[src/rtl/fe_wbuf_pkg.sv]
// Shared types for the cache front-end: FSM state encoding, request classes and
// the default control-register address width.
package fe_wbuf_pkg;

  typedef enum logic [2:0] {
    StIdle,
    StWack,
    StDrain,
    StRead,
    StCtrl
  } fe_state_e;

  typedef enum logic [1:0] {
    ReqDWrite,
    ReqDRead,
    ReqCtrl
  } fe_req_e;

  localparam int unsigned FeCtrlAddrWDefault = 4;

  function automatic fe_req_e fe_classify(input logic is_ctrl, input logic has_strb);
    if (is_ctrl) begin
      return ReqCtrl;
    end
    if (has_strb) begin
      return ReqDWrite;
    end
    return ReqDRead;
  endfunction

endpackage

[src/rtl/fe_wbuf_fifo.sv]
// Posted-write buffer storage: synchronous FIFO with occupancy, full/empty flags
// and asynchronous active-high reset. A push into a full FIFO is taken only
// when a pop happens in the same cycle.
module fe_wbuf_fifo #(
  parameter int unsigned Width = 8,
  parameter int unsigned Depth = 4,
  localparam int unsigned PtrW = $clog2(Depth),
  localparam int unsigned LvlW = PtrW + 1
) (
  input  logic             clk,
  input  logic             reset,
  input  logic             push,
  input  logic [Width-1:0] wdata,
  input  logic             pop,
  output logic [Width-1:0] rdata,
  output logic [LvlW-1:0]  level,
  output logic             full,
  output logic             empty
);

  logic [Width-1:0] mem_q [Depth];
  logic [PtrW-1:0]  wr_ptr_q, rd_ptr_q;
  logic [LvlW-1:0]  level_q, level_d;
  logic             do_push, do_pop;

  assign full    = (level_q == LvlW'(Depth));
  assign empty   = (level_q == '0);
  assign do_pop  = pop && !empty;
  assign do_push = push && (!full || do_pop);
  assign rdata   = mem_q[rd_ptr_q];
  assign level   = level_q;

  always_comb begin
    level_d = level_q;
    case ({do_push, do_pop})
      2'b10:   level_d = level_q + LvlW'(1);
      2'b01:   level_d = level_q - LvlW'(1);
      default: level_d = level_q;
    endcase
  end

  // Depth is a power of two, so pointer overflow is the modulo wrap.
  always_ff @(posedge clk or posedge reset) begin
    if (reset) begin
      wr_ptr_q <= '0;
      rd_ptr_q <= '0;
      level_q  <= '0;
    end else begin
      if (do_push) wr_ptr_q <= wr_ptr_q + PtrW'(1);
      if (do_pop)  rd_ptr_q <= rd_ptr_q + PtrW'(1);
      level_q <= level_d;
    end
  end

  always_ff @(posedge clk) begin
    if (do_push) begin
      mem_q[wr_ptr_q] <= wdata;
    end
  end

endmodule

[src/rtl/front_end_wbuf.sv]
// Cache front-end with posted-write buffer, read/ctrl ordering behind buffered
// writes, and read watchpoints. Define FE_WP_COUNT_EN to build hit counters.
module front_end_wbuf
  import fe_wbuf_pkg::*;
#(
  parameter int unsigned FE_ADDR_W   = 32,
  parameter int unsigned FE_DATA_W   = 32,
  parameter int unsigned CTRL_CACHE  = 0,
  parameter int unsigned CTRL_ADDR_W = FeCtrlAddrWDefault,
  parameter int unsigned WBUF_DEPTH  = 4,
  parameter int unsigned NUM_WP      = 2,
  parameter int unsigned WP_CNT_W    = 8,
  localparam int unsigned FE_NBYTES  = FE_DATA_W / 8,
  localparam int unsigned FE_BYTE_W  = $clog2(FE_NBYTES),
  localparam int unsigned WADDR_W    = FE_ADDR_W - FE_BYTE_W,
  localparam int unsigned ADDR_IN_W  = CTRL_CACHE + FE_ADDR_W,
  localparam int unsigned LVL_W      = $clog2(WBUF_DEPTH) + 1
) (
  input  logic                          clk,
  input  logic                          reset,
  input  logic                          valid,
  input  logic [ADDR_IN_W-1:0]          addr,
  input  logic [FE_DATA_W-1:0]          wdata,
  input  logic [FE_NBYTES-1:0]          wstrb,
  output logic                          ready,
  output logic [FE_DATA_W-1:0]          rdata,
  output logic                          data_valid,
  output logic [WADDR_W-1:0]            data_addr,
  output logic [FE_DATA_W-1:0]          data_wdata,
  output logic [FE_NBYTES-1:0]          data_wstrb,
  input  logic [FE_DATA_W-1:0]          data_rdata,
  input  logic                          data_ready,
  output logic                          ctrl_valid,
  output logic [CTRL_ADDR_W-1:0]        ctrl_addr,
  input  logic [FE_DATA_W-1:0]          ctrl_rdata,
  input  logic                          ctrl_ready,
  input  logic [NUM_WP-1:0]             wp_en,
  input  logic [NUM_WP*WADDR_W-1:0]     wp_addr,
  input  logic [NUM_WP*FE_DATA_W-1:0]   wp_data,
  input  logic                          wp_clr,
  output logic [NUM_WP-1:0]             wp_hit,
  output logic [NUM_WP*WP_CNT_W-1:0]    wp_cnt,
  output logic [LVL_W-1:0]              wbuf_level
);

  localparam int unsigned ENTRY_W = WADDR_W + FE_DATA_W + FE_NBYTES;

  fe_state_e state_q, state_d;
  fe_req_e   req_class;
  logic      is_ctrl;

  logic [ENTRY_W-1:0] push_entry, head_entry;
  logic [WADDR_W-1:0] front_waddr;
  logic [LVL_W-1:0]   fifo_level;
  logic               fifo_push, fifo_pop, fifo_full, fifo_empty, can_push;
  logic [NUM_WP-1:0]  wp_match, wp_hit_q;
  logic               unused_addr_lsb;

  assign is_ctrl     = (CTRL_CACHE != 0) && addr[ADDR_IN_W-1];
  assign req_class   = fe_classify(is_ctrl, |wstrb);
  assign front_waddr = addr[FE_BYTE_W +: WADDR_W];
  assign ctrl_addr   = addr[FE_BYTE_W +: CTRL_ADDR_W];
  assign push_entry  = {front_waddr, wdata, wstrb};
  assign wbuf_level  = fifo_level;

  assign unused_addr_lsb = ^addr[FE_BYTE_W-1:0];

  // The buffer owns the cache port everywhere except READ.
  assign fifo_pop = data_ready && !fifo_empty && (state_q != StRead);
  assign can_push = !fifo_full || fifo_pop;

  fe_wbuf_fifo #(
    .Width(ENTRY_W),
    .Depth(WBUF_DEPTH)
  ) u_fifo (
    .clk  (clk),
    .reset(reset),
    .push (fifo_push),
    .wdata(push_entry),
    .pop  (fifo_pop),
    .rdata(head_entry),
    .level(fifo_level),
    .full (fifo_full),
    .empty(fifo_empty)
  );

  always_ff @(posedge clk or posedge reset) begin
    if (reset) begin
      state_q <= StIdle;
    end else begin
      state_q <= state_d;
    end
  end

  always_comb begin
    state_d    = state_q;
    fifo_push  = 1'b0;
    ready      = 1'b0;
    rdata      = '0;
    ctrl_valid = 1'b0;
    data_valid = !fifo_empty;
    data_addr  = head_entry[FE_DATA_W+FE_NBYTES +: WADDR_W];
    data_wdata = head_entry[FE_NBYTES +: FE_DATA_W];
    data_wstrb = head_entry[FE_NBYTES-1:0];

    unique case (state_q)
      StIdle: begin
        if (valid) begin
          case (req_class)
            ReqDWrite: begin
              if (can_push) begin
                fifo_push = 1'b1;
                state_d   = StWack;
              end
            end
            ReqCtrl: state_d = fifo_empty ? StCtrl : StDrain;
            default: state_d = fifo_empty ? StRead : StDrain;
          endcase
        end
      end
      StWack: begin
        ready   = 1'b1;
        state_d = StIdle;
      end
      StDrain: begin
        if (fifo_empty) begin
          state_d = (req_class == ReqCtrl) ? StCtrl : StRead;
        end
      end
      StRead: begin
        data_valid = 1'b1;
        data_addr  = front_waddr;
        data_wdata = '0;
        data_wstrb = '0;
        if (data_ready) begin
          ready   = 1'b1;
          rdata   = data_rdata;
          state_d = StIdle;
        end
      end
      StCtrl: begin
        ctrl_valid = 1'b1;
        if (ctrl_ready) begin
          ready   = 1'b1;
          rdata   = ctrl_rdata;
          state_d = StIdle;
        end
      end
      default: state_d = StIdle;
    endcase
  end

  for (genvar i = 0; i < NUM_WP; i++) begin : g_wp_match
    assign wp_match[i] = ready && (state_q == StRead) && wp_en[i] &&
                         (data_addr == wp_addr[i*WADDR_W +: WADDR_W]) &&
                         (data_rdata == wp_data[i*FE_DATA_W +: FE_DATA_W]);
  end

  // Clear wins over a match landing on the same edge.
  always_ff @(posedge clk or posedge reset) begin
    if (reset) begin
      wp_hit_q <= '0;
    end else if (wp_clr) begin
      wp_hit_q <= '0;
    end else begin
      wp_hit_q <= wp_hit_q | wp_match;
    end
  end

  assign wp_hit = wp_hit_q;

`ifdef FE_WP_COUNT_EN
  for (genvar i = 0; i < NUM_WP; i++) begin : g_wp_cnt
    logic [WP_CNT_W-1:0] cnt_q;

    always_ff @(posedge clk or posedge reset) begin
      if (reset) begin
        cnt_q <= '0;
      end else if (wp_clr) begin
        cnt_q <= '0;
      end else if (wp_match[i] && (cnt_q != '1)) begin
        cnt_q <= cnt_q + WP_CNT_W'(1);
      end
    end

    assign wp_cnt[i*WP_CNT_W +: WP_CNT_W] = cnt_q;
  end
`else
  assign wp_cnt = '0;
`endif

endmodule

[config.mk]
export PLATFORM = sky130hd
export DESIGN_NAME = front_end_wbuf
export DESIGN_NICKNAME = d
export VERILOG_FILES = /design/src/rtl/fe_wbuf_pkg.sv /design/src/rtl/fe_wbuf_fifo.sv /design/src/rtl/front_end_wbuf.sv
export SDC_FILE = /design/constraint.sdc
export NUM_CORES = 1
export LEC_CHECK = 0
export BUFFER_PORTS_ARGS = -buffer_cell sky130_fd_sc_hd__buf_4
export CAP_MARGIN = 30
export CORE_MARGIN = 2
export CORE_UTILIZATION = 33
export CTS_BUF_LIST = sky130_fd_sc_hd__clkbuf_16
export DETAILED_ROUTE_END_ITERATION = 8
export GPL_TIMING_DRIVEN = 0
export PLACE_DENSITY = 0.56
export SLEW_MARGIN = 20
export SYNTH_ARGS = -nofsm -noshare
export SYNTH_HDL_FRONTEND = slang
export SYNTH_SLANG_ARGS = --single-unit
[constraint.sdc]
create_clock -name clk -period 8.05 [get_ports clk]
set_clock_uncertainty 0.15 [all_clocks]
set_input_delay 0.4025 -clock clk [delete_from_list [all_inputs] [get_ports clk]]
set_output_delay 0.4025 -clock clk [all_outputs]
set_load 0.02 [all_outputs]
==> results by group <==
Status
  • Outcome: finished clean

Synthesis
  • Post-synth EDFFs: 264
  • Netlist cell types: 43
  • Post-Synthesis Cell Area: 12,730 um2
  • Synth Flop Type: edfxtp_1
  • Ys async rst share: under 10%
  • Cells after Synth: 821
  • Synthesized area per cell: 15.51 um2
  • Syn. warnings: 0
  • #FFs+latches synth: 275
  • Post-synthesis sequential area ratio: 64.41%

Timing
  • Setup_tns: 0 ps
  • Final Setup Violations: 0
  • Slew headroom: between 30% and 40%
  • Final number of hold-violating endpoints: 0
  • Least-Margin Pin Slew: 902.8 ps
  • Min Tclk post-route: 3876 ps
  • Final Max Tran Viols: 0
  • Fmax: between 0.2 and 0.3 GHz
  • Final cycle utilization of the critical path: 48.15%
  • RSZ-0062 raised after global routing: false

Cells and area
  • Final antenna diode count: 0
  • Fraction of layout cells with a size suffix above 1: 37.30%
  • Final #Nets: 1,550
  • Layout area overhead: 39.18%
  • Final instance count without filler cells: 1,814

Clocking
  • Post-CTS Resized: 0
  • CTS buffer count: 30
  • Clock transition at the registers of the reported paths: 60 ps
  • Total setup buffers inserted after CTS: 0
  • CTS root buffer: clkbuf_16
  • Clk_lat worst skew: 560 ps
  • TritonCTS clock tree: done
  • H-tree depth: 1
  • Post-CTS Hold Buffers: 69
  • CTS Buffer Depth: 3
  • Clk sinks: 275

Global routing
  • Vias in the first global route: 9,505
  • Initial antenna violation count: 0
  • All-Layer GR Usage: 19.86%
  • First-pass GRT wire length: about 60 mm
  • Largest net degree at the start of global routing: 43
  • Gr ovfl total: 0

Floorplan
  • Core Box Area: 37,840 um2
  • Initial Util: 33.65%
  • # IOs: 390
  • Chip Height: about 200 um
  • Num rows: 71
  • Die W: 200.4 um
  • Die Area: 40,180 um2

Power
  • Combinational share of power: between 40 and 50%
  • Sw Ratio: between 30% and 40%
  • Max VDD drop: approximately 150 uV
  • Psw: 1.741 mW
  • Pwr dens: a little under 300 nW/um2
  • Register share of total power: 35.3%
  • Clock share of power: 24.5%
  • Lkg Pwr: a little under 7 nW
  • Int Pwr: 3.510 mW

Worst setup path
  • Crit path kind: register to output port
  • Critical Path Fanout Max: 10
  • FF-to-FF End: u_fifo.mem_q[3][40]
  • Worst Path Arrival: 3320 ps
  • WP data required: 7500 ps
  • CP startpoint kind: register
  • Worst reg2reg path depth: 7
  • R2r setup slk: 5100 ps
  • R2r startpoint: state_q[1]
  • Crit path capture type: output port

Place
  • Placed cells: 1,690
  • Port Buf Inserts: around 340
  • RD Place Congestion: 0.8893
  • DP Wirelength: between 30 and 40 mm

Detailed routing
  • Antenna-violating nets left: 0
  • Total number of vias: 8,643
  • Vias per cell: ~4.8
  • 1st-iter DRT viols: 469
  • Drc violations: 0
  • Routed len/inst: 22.51 um
  • DRT Pass-1 Iters: 7
  • Final WL: approximately 41 mm

Worst hold path
  • Hold Path Stages: 4
  • Hold Crit Endpoint: wp_hit[0]
  • HP Start: wp_addr[17]
  • Hold Crit Class: input port to register

Job
  • Max cap viols: 0
-- sequential cells by signal, summed over array words and instances, names as in the netlist --
register	flops
u_fifo.mem_q	264
wp_hit	2
state_q	2
u_fifo.wr_ptr_q	2
u_fifo.level	3
u_fifo.rd_ptr_q	2
-- cells in the final DEF, fill, tap and decap left out, types with 3 or more instances in the layout --
cell / instances
a222oi_1: 3
o22ai_1: 8
inv_1: 39
buf_2: 6
dlygate4sd3_1: 69
clkbuf_16: 30
buf_16: 4
ha_1: 5
clkbuf_1: 18
conb_1: 17
dfrtp_1: 11
nand4_1: 20
nor3_1: 3
edfxtp_1: 264
buf_4: 361
and2_1: 37
nor2_1: 15
xor2_1: 62
nor4_1: 21
nand2_1: 87
and3_1: 27
clkinv_1: 9
nor2b_1: 3
mux4_2: 66
o21ai_0: 10
and2_4: 4
xnor2_1: 64
buf_1: 4
clkinv_2: 5
-- cell usage after synthesis (all sizes together) (2+ instances only) --
cell type / count / area (um2)
buf: 36 / 251.5
ha: 5 / 62.56
and2: 41 / 256.5
a221o: 2 / 20.02
o2bb2ai: 2 / 17.52
nor2: 15 / 56.30
dfrtp: 11 / 275.3
nand2: 87 / 326.6
inv: 33 / 123.9
a31oi: 2 / 12.51
edfxtp: 264 / 7928
a222oi: 3 / 30.03
o21ai: 11 / 55.05
and3: 27 / 168.9
xnor2: 64 / 560.5
nand4: 20 / 125.1
a21oi: 2 / 10.01
clkbuf: 18 / 67.56
xor2: 62 / 543.0
nor3: 3 / 15.01
nor2b: 3 / 18.77
mux4: 66 / 1486
o22ai: 8 / 50.05
nor4: 21 / 131.4
o221ai: 2 / 17.52
-- logic make-up (layout without fill, tap and decap cells) --
logic type	Yosys count	in the layout	synth area share [%]
mux	67	67	11.75
simple gates	218	218	8.666
xor+xnor	126	126	8.666
compound gates	41	41	2.348
flops	275	275	64.41
buf+inv	87	553	3.478
fa+ha+maj	6	6	0.6485
other cells	1	17	0.02945
-- power by group through the flow --
stage          sequential (mW)  combinational (mW)  clock [mW]
2_1_floorplan             1.89                1.27           0
3_3_place_gp              1.90                2.09           0
3_5_place_dp              1.88                2.12           0
4_1_cts                   1.85                2.16        1.33
5_1_grt                   1.87                2.27        1.38
6_report                  1.85                2.11        1.29
-- cell type report --
type	instances	area, um2
buffer	54	319.1
fill	3471	20120
clock inverter	25	187.7
tap	511	639.4
multi-input combinational	475	4159
clock buffer	30	750.7
sequential	275	8203
timing repair buffer	411	3342
inverter	33	123.9
-- stage by stage --
| stage | instance area, um2 | setup slack [ps] | utilization (%) | power, mW | hold slack [ps] |
|---|---|---|---|---|---|
| floorplan | 12790 | 4721 | - | 3.156 | 104.9 |
| global placement | 15960 | 2840 | 42.18 | 3.991 | 329.9 |
| detailed placement | 16100 | 4671 | 42.53 | 4.006 | 336.6 |
| CTS | 17720 | 4037 | 46.84 | 5.336 | 71.34 |
| global route | 17720 | 3916 | 46.84 | 5.519 | 106.7 |
| finish | 17720 | 4174 | 46.84 | 5.251 | 111.1 |
-- critical path: stages, from the launching register on --
cell,delay [ps]
dfrtp_1,430
and2_1,170
clkbuf_1,560
clkbuf_1,550
clkbuf_1,620
nand2_1,110
nand2_1,140
buf_4,170
-- layer usage --
metal	routed length (um)	up-vias	global-route usage, %	part of all wire [%]
li1	-	3980	-	-
met1	16170	4310	23.32	40
met2	21630	301	37.48	53
met3	2131	52	3.458	5.2
met4	899	0	4.868	2.2
met5	0	-	0	0
-- worst max-delay path by stage --
stage	to	slack [ps]	from
2_1_floorplan	u_fifo.mem_q[0][0]	4720	state_q[1]
4_1_cts	data_addr[25]	4040	state_q[1]
6_report	data_addr[25]	4170	state_q[1]
5_1_grt	data_addr[25]	3920	state_q[1]
3_5_place_dp	data_addr[25]	4670	state_q[0]
3_3_place_gp	u_fifo.mem_q[0][60]	2840	state_q[0]
No activity file was read; power rests on OpenSTA's default activity.
